`config.mk`:
```
export PLATFORM = sky130hd
export DESIGN_NAME = keypad_scanner_flat
export DESIGN_NICKNAME = d
export VERILOG_FILES = /design/src/rtl/keypad_scanner_if.sv /design/src/rtl/keypad_scanner.sv /design/src/flat_wrapper.sv
export SDC_FILE = /design/constraint.sdc
export NUM_CORES = 1
export LEC_CHECK = 0
export CORE_MARGIN = 1
export CORE_UTILIZATION = 60
export DETAILED_ROUTE_END_ITERATION = 7
export PLACE_DENSITY = 0.8
export SETUP_SLACK_MARGIN = 0.1
export SKIP_LAST_GASP = 1
export SLEW_MARGIN = 40
export SYNTH_ARGS = -nofsm -noshare
export SYNTH_HDL_FRONTEND = slang
export SYNTH_SLANG_ARGS = --single-unit
```
`constraint.sdc`:
```
create_clock -name clock -period 8.6 [get_ports clock]
set_input_delay 1.72 -clock clock [delete_from_list [all_inputs] [get_ports clock]]
set_output_delay 1.72 -clock clock [all_outputs]
set_load 0.005 [all_outputs]
```
`src/rtl/keypad_scanner_if.sv`:
```
// keypad_scanner_if
//   Bundles the keypad matrix lines and the decoded key outputs of keypad_scanner.
//   row       : keypad rows, active-low, asynchronous to the scanner clock
//   col       : keypad columns, active-low, one column driven low at a time
//   key_code  : last accepted key, row_idx*4 + col_idx
//   key_valid : one-clock strobe, new key accepted
//   key_held  : high while the accepted key is still considered pressed
//   modport master : the scanner side (drives columns and key outputs)
//   modport slave  : the keypad/consumer side
interface keypad_scanner_if;
    logic [3:0] row;
    logic [3:0] col;
    logic [3:0] key_code;
    logic       key_valid;
    logic       key_held;

    modport master (
        input  row,
        output col,
        output key_code,
        output key_valid,
        output key_held
    );

    modport slave (
        output row,
        input  col,
        input  key_code,
        input  key_valid,
        input  key_held
    );
endinterface

```
`src/rtl/keypad_scanner.sv`:
```
// keypad_scanner
//   Scans a 4x4 active-low matrix keypad one column per prescaler period, gathers
//   four column samples into a frame, and debounces frames into a single
//   key_code/key_valid event per press, with key_held tracking the press.
//   clock : system clock
//   reset : asynchronous, active-low reset
//   bus   : keypad_scanner_if.master (row in; col, key_code, key_valid, key_held out)
module keypad_scanner #(
    parameter int PRESCALER_WIDTH = 18,
    parameter int SCAN_LIMIT      = 200000,
    parameter int DEBOUNCE_SCANS  = 4
) (
    input  logic              clock,
    input  logic              reset,
    keypad_scanner_if.master  bus
);
    localparam int CNT_W = $clog2(DEBOUNCE_SCANS + 1);

    localparam logic [1:0] IDLE        = 2'd0;
    localparam logic [1:0] DEB_PRESS   = 2'd1;
    localparam logic [1:0] PRESSED     = 2'd2;
    localparam logic [1:0] DEB_RELEASE = 2'd3;

    logic [3:0]                 sync1_q, sync1_d, sync2_q, sync2_d;
    logic [PRESCALER_WIDTH-1:0] presc_q, presc_d;
    logic [1:0]                 col_idx_q, col_idx_d;
    logic [1:0]                 hit_cnt_q, hit_cnt_d;    // 0, 1, or 2 meaning "two or more"
    logic [3:0]                 hit_code_q, hit_code_d;
    logic [1:0]                 state_q, state_d;
    logic [3:0]                 cand_q, cand_d;
    logic [CNT_W-1:0]           cnt_q, cnt_d;
    logic [3:0]                 key_code_q, key_code_d;
    logic                       key_valid_q, key_valid_d;
    logic                       key_held_q, key_held_d;

    logic       tick, frame_close, f_none, f_single;
    logic [2:0] n_low, sum;
    logic [1:0] frame_cnt;
    logic [3:0] samp_code, frame_code;

    always_comb begin
        sync1_d = bus.row;
        sync2_d = sync1_q;

        tick        = (presc_q == PRESCALER_WIDTH'(SCAN_LIMIT - 1));
        frame_close = tick && (col_idx_q == 2'd3);
        presc_d     = tick ? '0 : presc_q + PRESCALER_WIDTH'(1);
        col_idx_d   = tick ? col_idx_q + 2'd1 : col_idx_q;

        // Low rows in the current column sample; the code is only meaningful when one is low.
        n_low     = '0;
        samp_code = '0;
        for (int unsigned r = 0; r < 4; r++) begin
            if (!sync2_q[r]) begin
                n_low     = n_low + 3'd1;
                samp_code = {2'(r), col_idx_q};
            end
        end

        // Frame tally including the column being sampled on this tick, saturating at 2.
        sum        = {1'b0, hit_cnt_q} + n_low;
        frame_cnt  = (sum > 3'd1) ? 2'd2 : sum[1:0];
        frame_code = (hit_cnt_q == 2'd1) ? hit_code_q : samp_code;
        f_none     = (frame_cnt == 2'd0);
        f_single   = (frame_cnt == 2'd1);

        hit_cnt_d  = hit_cnt_q;
        hit_code_d = hit_code_q;
        if (frame_close) begin
            hit_cnt_d  = '0;
            hit_code_d = '0;
        end else if (tick) begin
            hit_cnt_d  = frame_cnt;
            hit_code_d = frame_code;
        end

        state_d     = state_q;
        cand_d      = cand_q;
        cnt_d       = cnt_q;
        key_code_d  = key_code_q;
        key_valid_d = 1'b0;
        key_held_d  = key_held_q;

        if (frame_close) begin
            case (state_q)
                IDLE: begin
                    if (f_single) begin
                        cand_d = frame_code;
                        if (DEBOUNCE_SCANS == 1) begin
                            key_code_d  = frame_code;
                            key_valid_d = 1'b1;
                            key_held_d  = 1'b1;
                            cnt_d       = '0;
                            state_d     = PRESSED;
                        end else begin
                            cnt_d   = CNT_W'(1);
                            state_d = DEB_PRESS;
                        end
                    end
                end
                DEB_PRESS: begin
                    if (f_single && (frame_code == cand_q)) begin
                        if ((cnt_q + CNT_W'(1)) == CNT_W'(DEBOUNCE_SCANS)) begin
                            key_code_d  = cand_q;
                            key_valid_d = 1'b1;
                            key_held_d  = 1'b1;
                            cnt_d       = '0;
                            state_d     = PRESSED;
                        end else begin
                            cnt_d = cnt_q + CNT_W'(1);
                        end
                    end else begin
                        cnt_d   = '0;
                        state_d = IDLE;
                    end
                end
                PRESSED: begin
                    // Any key activity keeps the press alive; only empty frames lead to release.
                    if (f_none) begin
                        if (DEBOUNCE_SCANS == 1) begin
                            key_held_d = 1'b0;
                            cnt_d      = '0;
                            state_d    = IDLE;
                        end else begin
                            cnt_d   = CNT_W'(1);
                            state_d = DEB_RELEASE;
                        end
                    end
                end
                default: begin // DEB_RELEASE
                    if (f_none) begin
                        if ((cnt_q + CNT_W'(1)) == CNT_W'(DEBOUNCE_SCANS)) begin
                            key_held_d = 1'b0;
                            cnt_d      = '0;
                            state_d    = IDLE;
                        end else begin
                            cnt_d = cnt_q + CNT_W'(1);
                        end
                    end else begin
                        cnt_d   = '0;
                        state_d = PRESSED;
                    end
                end
            endcase
        end
    end

    always_ff @(posedge clock or negedge reset) begin
        if (!reset) begin
            sync1_q     <= '1;
            sync2_q     <= '1;
            presc_q     <= '0;
            col_idx_q   <= '0;
            hit_cnt_q   <= '0;
            hit_code_q  <= '0;
            state_q     <= IDLE;
            cand_q      <= '0;
            cnt_q       <= '0;
            key_code_q  <= '0;
            key_valid_q <= 1'b0;
            key_held_q  <= 1'b0;
        end else begin
            sync1_q     <= sync1_d;
            sync2_q     <= sync2_d;
            presc_q     <= presc_d;
            col_idx_q   <= col_idx_d;
            hit_cnt_q   <= hit_cnt_d;
            hit_code_q  <= hit_code_d;
            state_q     <= state_d;
            cand_q      <= cand_d;
            cnt_q       <= cnt_d;
            key_code_q  <= key_code_d;
            key_valid_q <= key_valid_d;
            key_held_q  <= key_held_d;
        end
    end

    assign bus.col       = ~(4'b0001 << col_idx_q);
    assign bus.key_code  = key_code_q;
    assign bus.key_valid = key_valid_q;
    assign bus.key_held  = key_held_q;
endmodule

```
`src/flat_wrapper.sv`:
```
// flat-port wrapper written by rule: the top's interface ports become plain ports
module keypad_scanner_flat 
#(
    parameter int PRESCALER_WIDTH = 18,
    parameter int SCAN_LIMIT      = 200000,
    parameter int DEBOUNCE_SCANS  = 4
)
  (clock, reset, bus_row, bus_col, bus_key_code, bus_key_valid, bus_key_held);
  keypad_scanner_if bus_i ();
  input  logic clock;
  input  logic reset;
  input wire logic [$bits(bus_i.row)-1:0] bus_row;
  output wire logic [$bits(bus_i.col)-1:0] bus_col;
  output wire logic [$bits(bus_i.key_code)-1:0] bus_key_code;
  output wire logic [$bits(bus_i.key_valid)-1:0] bus_key_valid;
  output wire logic [$bits(bus_i.key_held)-1:0] bus_key_held;
  assign bus_i.row = bus_row;
  assign bus_col = bus_i.col;
  assign bus_key_code = bus_i.key_code;
  assign bus_key_valid = bus_i.key_valid;
  assign bus_key_held = bus_i.key_held;
  keypad_scanner #(.PRESCALER_WIDTH(PRESCALER_WIDTH), .SCAN_LIMIT(SCAN_LIMIT), .DEBOUNCE_SCANS(DEBOUNCE_SCANS)) u_core (.clock(clock), .reset(reset), .bus(bus_i));
endmodule
```
==> results of run 1 <==
-- final cells by class --
| cell class | count | area share, % |
|---|---|---|
| Multi-Input combinational cell | 178 | 44.0 |
| Sequential cell | 49 | 42.9 |
| Timing Repair Buffer | 17 | 5.56 |
| Clock buffer | 5 | 2.39 |
| Inverter | 17 | 2.21 |
| Tap cell | 50 | 2.17 |
| Clock inverter | 3 | 0.782 |
-- routing by layer --
layer	vias up	global-route usage [%]	routed length, um
met2	55	41.6	2320
li1	910	-	-
met3	11	4.17	235
met1	904	32.7	2200
met4	0	12.5	109
met5	-	0	0
-- logic make-up after synthesis --
| family | Yosys count | share of synthesized area [%] |
|---|---|---|
| multiplexers | 8 | 3.94 |
| AO/OA/AOI/OAI | 33 | 8.50 |
| flip-flops | 49 | 47.4 |
| adder cells (fa/ha/maj) | 12 | 6.05 |
| AND/OR/NAND/NOR | 104 | 22.5 |
| XOR/XNOR | 21 | 7.63 |
| buffers and inverters | 25 | 3.94 |
-- state kept, by name, indices dropped and copies added, names as in the netlist --
name                  count
u_core.bus.key_code       4
u_core.bus.key_held       1
u_core.bus.key_valid      1
u_core.cand_q             4
u_core.cnt_q              3
u_core.col_idx_q          2
u_core.hit_cnt_q          2
u_core.hit_code_q         4
u_core.presc_q           18
u_core.state_q            2
u_core.sync1_q            4
u_core.sync2_q            4
-- worst paths after layout --
| check | from | to | depth (start not counted) |
|---|---|---|---|
| max | u_core.sync2_q[0] | u_core.bus.key_code[0] | 11 |
| min | u_core.sync1_q[3] | u_core.sync2_q[3] | 0 |
| max reg2reg | u_core.sync2_q[0] | u_core.bus.key_code[0] | 11 |
| min reg2reg | u_core.sync1_q[3] | u_core.sync2_q[3] | 0 |
| max in group asynchronous | reset | u_core.presc_q[15] | 2 |
| min in group asynchronous | reset | u_core.bus.key_held | 2 |
-- power groups by stage --
stage,Clock (W),Sequential (W),Combinational (W)
floorplan,0,0.000239,0.0000180
global placement,0,0.000240,0.0000263
detailed placement,0,0.000240,0.0000269
CTS,0.000140,0.000236,0.0000273
global route,0.000149,0.000236,0.0000309
finish,0.000136,0.000236,0.0000271
-- metrics by stage --
step | hold slack, ns | worst slack (ns) | util, %
floorplan | 0.345 | 4.86 | -
global placement | 0.346 | 4.75 | 68.3
detailed placement | 0.348 | 4.64 | 68.3
CTS | 0.361 | 4.65 | 70.5
global route | 0.363 | 4.42 | 70.5
finish | 0.356 | 4.64 | 70.5
-- cells in the final DEF (no fill, tap or decap), types with 4 or more instances in the layout --
cell type,instances
and3_1,8
clkbuf_8,5
clkdlybuf4s50_1,14
dfrtp_1,41
dfstp_2,8
ha_1,11
inv_1,17
mux2_4,4
nand2_1,25
nand3_1,9
nand4_1,5
nor2_1,16
nor2b_1,9
nor3_1,5
o21ai_0,11
or3_1,4
xnor2_1,11
xor2_1,9
-- critical path, cell delays in order, from the launching register on --
cell and delay (ns):
dfstp_2 0.56, inv_1 0.04, ha_1 0.34, xnor2_1 0.24
ha_1 0.27, mux2_2 0.28, fa_1 0.41, xnor3_2 0.44
nor3b_2 0.26, nand4_1 0.12, or4_1 0.56, mux2_4 0.34
==> results.txt, run 1 <==
status: complete, no violations
final setup vio count: 0
period utilization: 46.0%
vias per inst: 5.89
Logic pwr share: 6.8%
Max Slew Vio Count: 0
synthesized cell area: 2610 um^2
Worst Hold Class: reg2reg
Final nets: 286
CP Capture Type: flip-flop
DRT iter0 DRCs: 189
post-synthesis sequential area ratio: 47.4%
PostCTS Resize Cnt: 0
setup bufs post-CTS: 0
Rel. slew slack: 40.5%
die area: 4610 um^2
vias in the first global route: 1,858
Pre-antenna DRT Iters: 4
Post-DP Area: 2790 um^2
ys flop type: dfrtp_1
CP Class: reg2reg
worst path required time: 8.81 ns
Synth Instances: 252
Commonest cells post-synth: 41 x dfrtp_1, 25 x nand2_1, 17 x inv_1, 16 x nor2_1
Period minus WS final: 3.96 ns
CP Launch Type: flip-flop
Yosys reg bits: 49
fin cells: 319
multi-input logic area: 1270 um^2
overall global routing resource usage: 25.4%
GRT overflow: 0
cts hold-fix bufs: 0
Clock Latency Late Sink: 0.31 ns
Final Hold Viols: 0
total number of yosys warnings: 0
Placeable Area: 4090 um^2
maximum clock rate: 0.253 GHz
Int Power: 0.000302 W
final wirelength: 4.87 mm
Leakage: 1.33 nW
Die X: 67.9 um
NetSw: 0.0000971 W
P per Cell Area: 138 nW/um^2
GPL Wtd Cong: 0.861
top post-synthesis cells by area: dfrtp_1 39%, dfstp_2 8.1%, ha_1 5.3%, xnor2_1 3.7%, nand2_1 3.6%
post-synth top area share: 39.4%
row cnt: 23
r2r setup slk: 4.64 ns
TritonCTS Buffers: 5
max-cap violations: 0
Clk pwr share: 34.2%
DR WL/cell: 15.3 um
clock skew: 0.0152 ns
post-route cell area: 2880 um^2
synth-to-layout area growth: 10.6%
fillers: 321
initial antenna violation count: 0
ANT cells: 0
Synth Area per Inst: 10.3 um^2
Sink Count: 49
Pwr Total: 0.000399 W
chip height: 67.9 um
vias: 1,880
Worst EP arrival: 4.17 ns
crit path max fanout: 5
Post-synth EDFFs: 0
sw frac: 24.3%
ANT nets after route: 0
clk buf depth: 2
asr flop ratio synth: 100%
RSZ-0062 raised after global routing: no
pin count of the biggest net entering global routing: 50
count leader, synth: dfrtp_1
Root Buffer: clkbuf_8
Residual DRC: 0
Peak VDD IR: 0.112 mV
count of cell types in the netlist: 51
initial core utilization: 63.8%
layout cells sized above 1: 10.8%
CTS tree: built
Syn Nets: 270
clock-pin slew on the worst setup and hold paths: 0.10 ns
port buffer count: 15
Post-Place Cells: 311
first-pass GRT wire length: 8.57 mm
Yosys top cell by area: dfrtp_1
sequential power share: 59.0%
H-tree depth: 2
Setup TNS Final: 0 ns
HPWL after detailed placement: 3.39 mm
Register Area: 1240 um^2
Ports: 16
Worst Tran Pin Value: 0.885 ns
No activity file was read; power rests on OpenSTA's default activity.
==> inputs of run 2 (changes only) <==
CORE_UTILIZATION = 59   (was 60)
PLACE_DENSITY = 0.79   (was 0.8)
clock period = 3.85 ns   (was 8.6 ns; I/O delays follow)
==> run 2 against run 1 <==
Net effect:
- power is 120% higher
- core utilization rose by 0.72 points
- sequential power increased by 120%
- setup slack got worse by 4.4 ns
- critical endpoint unchanged
==> results.txt, run 2 (same netlist as run 1, synthesis figures left out) <==
initial core utilization: 63.3% (was 63.8%)
Register Area: 1240 um^2 (unchanged)
DRT iter0 DRCs: 118 (was 189)
chip height: 68.5 um (was 67.9 um)
Worst Hold Class: reg2reg (unchanged)
max reg flops: 18 (unchanged)
Period minus WS final: 3.59 ns (was 3.96 ns)
Rel. slew slack: 40.6% (was 40.5%)
GRT overflow: 0 (unchanged)
period utilization: 93.2% (was 46.0%)
Ports: 16 (unchanged)
layout cells sized above 1: 12.9% (was 10.8%)
P per Cell Area: 306 nW/um^2 (was 138 nW/um^2)
Worst EP arrival: 3.79 ns (was 4.17 ns)
Leakage: 1.36 nW (was 1.33 nW)
first-pass GRT wire length: 8.18 mm (was 8.57 mm)
vias: 1,870 (was 1,880)
ANT nets after route: 0 (unchanged)
fillers: 322 (was 321)
Max Slew Vio Count: 0 (unchanged)
cts hold-fix bufs: 0 (unchanged)
max-cap violations: 0 (unchanged)
clock-pin slew on the worst setup and hold paths: 0.10 ns (about the same)
met1 usage: 31.0% (was 32.7%)
port buffer count: 15 (unchanged)
worst setup path startpoint: u_core.sync2_q[0] (unchanged)
Final Hold Viols: 0 (unchanged)
RSZ-0062 raised after global routing: no (unchanged)
CP Class: reg2reg (unchanged)
Pwr Total: 0.000897 W (was 0.000399 W)
vias per inst: 5.81 (was 5.89)
final core occ: 71.2% (was 70.5%)
worst hold start: u_core.sync1_q[1] (was u_core.sync1_q[3])
worst path required time: 4.05 ns (was 8.81 ns)
Placeable Area: 4120 um^2 (was 4090 um^2)
max incr delay on CP: 0.56 ns (about the same)
DR WL/cell: 15.0 um (was 15.3 um)
row cnt: 23 (unchanged)
CTS tree: built (unchanged)
TritonCTS Buffers: 5 (unchanged)
CP Launch Type: flip-flop (unchanged)
Crit-path slowest cell: dfstp_2 (unchanged)
clock skew: 0.0107 ns (was 0.0152 ns)
die area: 4690 um^2 (was 4610 um^2)
final wirelength: 4.83 mm (was 4.87 mm)
maximum clock rate: 0.279 GHz (was 0.253 GHz)
most frequent cells in the layout: 41 x dfrtp_1, 25 x nand2_1, 17 x inv_1 (unchanged)
status: complete, no violations (unchanged)
final setup vio count: 0 (unchanged)
Root Buffer: clkbuf_8 (unchanged)
synth-to-layout area growth: 12.5% (was 10.6%)
Reg with most FFs: u_core.presc_q (unchanged)
Die X: 68.5 um (was 67.9 um)
GPL Wtd Cong: 0.861 (about the same)
overall global routing resource usage: 24.0% (was 25.4%)
Peak VDD IR: 0.282 mV (was 0.112 mV)
pin count of the biggest net entering global routing: 50 (unchanged)
ANT cells: 0 (unchanged)
met3 Usage GRT: 5.17% (was 4.17%)
commonest non-fill, non-tap cell in the layout: dfrtp_1 (unchanged)
GRT Max-Usage Layer: met2 (unchanged)
crit path cell chain: inv_1 > ha_4 > xnor2_2 > ha_1 > mux2_2 > fa_1 > xnor3_2 > nor3b_4 > nand4_1 > or4_4 > mux2_4 (was inv_1 > ha_1 > xnor2_1 > ha_1 > mux2_2 > fa_1 > xnor3_2 > nor3b_2 > nand4_1 > or4_1 > mux2_4)
crit path max fanout: 4 (was 5)
clk buf depth: 2 (unchanged)
Worst Tran Pin Value: 0.883 ns (was 0.885 ns)
multi-input logic area: 1300 um^2 (was 1270 um^2)
Sink Count: 49 (unchanged)
Setup TNS Final: 0 ns (unchanged)
CP Capture Type: flip-flop (unchanged)
vias in the first global route: 1,804 (was 1,858)
Residual DRC: 0 (unchanged)
H-tree depth: 2 (unchanged)
r2r startpoint: u_core.sync2_q[0] (unchanged)
initial antenna violation count: 0 (unchanged)
Clock Latency Late Sink: 0.30 ns (was 0.31 ns)
Final nets: 289 (was 286)
Pre-antenna DRT Iters: 4 (unchanged)
HPWL after detailed placement: 3.34 mm (was 3.39 mm)
met2 Use GR: 39.6% (was 41.6%)
## run 2: worst paths after layout
| kind | slack (ns) | to | cells after the start |
|---|---|---|---|
| worst max-delay path | 0.26 | u_core.bus.key_code[0] | 11 |
| worst min-delay path | 0.36 | u_core.sync2_q[1] | 0 |
| worst max register to register | 0.26 | u_core.bus.key_code[0] | 11 |
| worst min register to register | 0.36 | u_core.sync2_q[1] | 0 |
| max in group asynchronous | 2.97 | u_core.col_idx_q[1] | 1 |
| min in group asynchronous | 0.47 | u_core.hit_code_q[2] | 1 |
## run 2: cell type report
type	count	share of cell area, %
multi-input combinational	178	44.3
sequential	49	42.2
inverter	17	2.18
tap	50	2.13
clock buffer	5	2.35
clock inverter	3	0.598
timing repair buffer	20	6.32
## run 2: where the power goes
part / switching [W] / internal (W) / total (W)
logic: 0.0000376 / 0.0000349 / 0.0000725
clock network: 0.000173 / 0.000126 / 0.000298
registers: 0.00000434 / 0.000522 / 0.000526
total: 0.000215 / 0.000683 / 0.000897
## run 2: metrics by stage
| stage | cells | cell area, um^2 | worst slack [ns] | hold slack [ns] |
|---|---|---|---|---|
| floorplan | 252 | 2610 | 0.108 | 0.345 |
| global placement | 313 | 2810 | 0.124 | 0.346 |
| detailed placement | 313 | 2810 | 0.0107 | 0.349 |
| CTS | 321 | 2910 | 0.104 | 0.362 |
| global route | 322 | 2930 | 0.133 | 0.364 |
| finish | 322 | 2930 | 0.260 | 0.360 |
## run 2: critical path, delay by kind of cell (launching register included)
| kind | cells | cell delay [ns] |
|---|---|---|
| AND/OR/NAND/NOR | 3 | 0.91 |
| adder cells (fa/ha/maj) | 3 | 0.94 |
| multiplexers | 2 | 0.59 |
| flip-flops | 1 | 0.56 |
| buffers and inverters | 1 | 0.07 |
| XOR/XNOR | 2 | 0.40 |
## run 2: repair_timing
| action | in CTS | in global routing |
|---|---|---|
| gates resized for setup | 2 | 2 |
| endpoints found under the setup margin | 4 | 7 |
| setup buffers | 0 | 1 |
| cloned | 0 | 0 |
| pin swaps | 0 | 3 |
## run 2: per-layer routing
metal | part of all wire, % | up-vias
met5 | 0 | -
met1 | 47 | 900
met2 | 47 | 47
met3 | 4.1 | 7
met4 | 1.3 | 0
li1 | - | 916
==> inputs of run 3 (changes only) <==
CAP_MARGIN = 15   (was default)
CORE_MARGIN = default   (was 1)
RECOVER_POWER = 50   (was default)
==> run 3 against run 2 <==
Net effect:
- the run now ends with max-capacitance violations, max-slew violations left
- clock power barely moved
- count of clock-buffer cells in the layout unchanged
- flip-flop and latch count is the same
- register-to-register slack is essentially flat
- sequential power barely moved
- critical endpoint unchanged
- largest cell class unchanged
==> results.txt, run 3 (same netlist as run 1, synthesis figures left out) <==
worst path required time: 4.05 ns (about the same)
pin count of the biggest net entering global routing: 50 (unchanged)
fillers: 322 (unchanged)
crit path max fanout: 4 (unchanged)
Placeable Area: 4120 um^2 (unchanged)
vias per inst: 5.80 (was 5.81)
commonest non-fill, non-tap cell in the layout: dfrtp_1 (unchanged)
Leakage: 1.36 nW (about the same)
H-tree depth: 2 (unchanged)
Worst EP arrival: 3.79 ns (about the same)
failing checks: max-capacitance violations, max-slew violations
row cnt: 23 (unchanged)
layout cells sized above 1: 12.5% (was 12.9%)
Pwr Total: 0.000896 W (was 0.000897 W)
GPL Wtd Cong: 0.861 (unchanged)
Register Area: 1240 um^2 (unchanged)
Clock Latency Late Sink: 0.30 ns (about the same)
period utilization: 93.2% (about the same)
maximum clock rate: 0.279 GHz (about the same)
Crit-path slowest cell: dfstp_2 (unchanged)
multi-input logic area: 1300 um^2 (unchanged)
most frequent cells in the layout: 41 x dfrtp_1, 25 x nand2_1, 17 x inv_1 (unchanged)
P per Cell Area: 306 nW/um^2 (about the same)
TritonCTS Buffers: 5 (unchanged)
Period minus WS final: 3.59 ns (about the same)
Worst Tran Pin Value: 2.52 ns (was 0.883 ns)
Setup TNS Final: 0 ns (unchanged)
HPWL after detailed placement: 3.34 mm (unchanged)
Reg with most FFs: u_core.presc_q (unchanged)
Peak VDD IR: 0.282 mV (about the same)
CP Capture Type: flip-flop (unchanged)
GRT overflow: 0 (unchanged)
synth-to-layout area growth: 12.3% (was 12.5%)
max-cap violations: 1 (was 0)
clk buf depth: 2 (unchanged)
final setup vio count: 0 (unchanged)
ANT cells: 0 (unchanged)
worst path bufs/invs: 1 (unchanged)
DRT iter0 DRCs: 118 (unchanged)
ANT nets after route: 0 (unchanged)
cell class contributing the biggest share of worst-path delay: adder cells (unchanged)
max incr delay on CP: 0.56 ns (about the same)
Max Slew Vio Count: 50 (was 0)
RSZ-0062 raised after global routing: no (unchanged)
vias: 1,868 (was 1,870)
Residual DRC: 0 (unchanged)
CTS tree: built (unchanged)
Ports: 16 (unchanged)
overall global routing resource usage: 24.0% (unchanged)
Final nets: 289 (unchanged)
final wirelength: 4.83 mm (about the same)
final core occ: 71.1% (was 71.2%)
Pre-antenna DRT Iters: 5 (was 4)
die area: 4690 um^2 (unchanged)
initial core utilization: 63.3% (unchanged)
port buffer count: 15 (unchanged)
DR WL/cell: 15.0 um (about the same)
Sink Count: 49 (unchanged)
Root Buffer: clkbuf_8 (unchanged)
CP Class: reg2reg (unchanged)
Die X: 68.5 um (unchanged)
clock skew: 0.0107 ns (unchanged)
vias in the first global route: 1,804 (unchanged)
crit path cell chain: inv_1 > ha_4 > xnor2_2 > ha_1 > mux2_2 > fa_1 > xnor3_2 > nor3b_4 > nand4_1 > or4_4 > mux2_4 (unchanged)
chip height: 68.5 um (unchanged)
initial antenna violation count: 0 (unchanged)
Rel. slew slack: -68.3% (was 40.6%)
max reg flops: 18 (unchanged)
cts hold-fix bufs: 0 (unchanged)
Final Hold Viols: 0 (unchanged)
Worst Hold Class: reg2reg (unchanged)
clock-pin slew on the worst setup and hold paths: 0.10 ns (about the same)
first-pass GRT wire length: 8.18 mm (unchanged)
CP Launch Type: flip-flop (unchanged)
status: finished, violations left (was complete, no violations)
-- run 3: layer usage --
| layer | vias to the layer above | share of wire [%] | global-route usage [%] |
|---|---|---|---|
| li1 | 915 | - | - |
| met1 | 899 | 47 | 31.0 |
| met2 | 47 | 47 | 39.6 |
| met3 | 7 | 4.2 | 5.17 |
| met4 | 0 | 1.3 | 8.33 |
| met5 | - | 0 | 0 |
-- run 3: cell type report --
| type | instances | share of cell area, % |
|---|---|---|
| clock buffers | 5 | 2.35 |
| inverters | 17 | 2.18 |
| clock inverters | 3 | 0.598 |
| well taps | 50 | 2.14 |
| repair buffers | 20 | 6.20 |
| flip-flops and latches | 49 | 42.2 |
| multi-input cells | 178 | 44.3 |
-- run 3: what timing repair did --
action,4_1_cts,5_1_grt
pin swaps,0,3
endpoints found under the setup margin,4,7
resized for setup,2,2
buffers inserted,0,1
-- run 3: path summary, 6_finish.rpt --
check,start,end,slack [ns],cells past startpoint
worst max-delay path,u_core.sync2_q[0],u_core.bus.key_code[0],0.26,11
worst min-delay path,u_core.sync1_q[1],u_core.sync2_q[1],0.36,0
worst max register to register,u_core.sync2_q[0],u_core.bus.key_code[0],0.26,11
worst min register to register,u_core.sync1_q[1],u_core.sync2_q[1],0.36,0
max in group asynchronous,reset,u_core.col_idx_q[1],1.18,1
min in group asynchronous,reset,u_core.hit_code_q[2],1.24,1
-- run 3: where the power goes --
part	leakage, nW	switching (W)	internal, W
clock	0.0439	0.000173	0.000126
sequential	0.643	0.00000434	0.000522
combinational	0.674	0.0000376	0.0000336
total	1.36	0.000215	0.000681
-- run 3: per-stage QoR --
stage / hold slack [ns] / area, um^2 / std cells / worst slack (ns)
after floorplan: 0.345 / 2610 / 252 / 0.108
after CTS: 0.362 / 2910 / 321 / 0.104
final: 0.360 / 2930 / 322 / 0.260
after global placement: 0.346 / 2810 / 313 / 0.124
after global routing: 0.364 / 2930 / 322 / 0.133
after detailed placement: 0.349 / 2810 / 313 / 0.0107
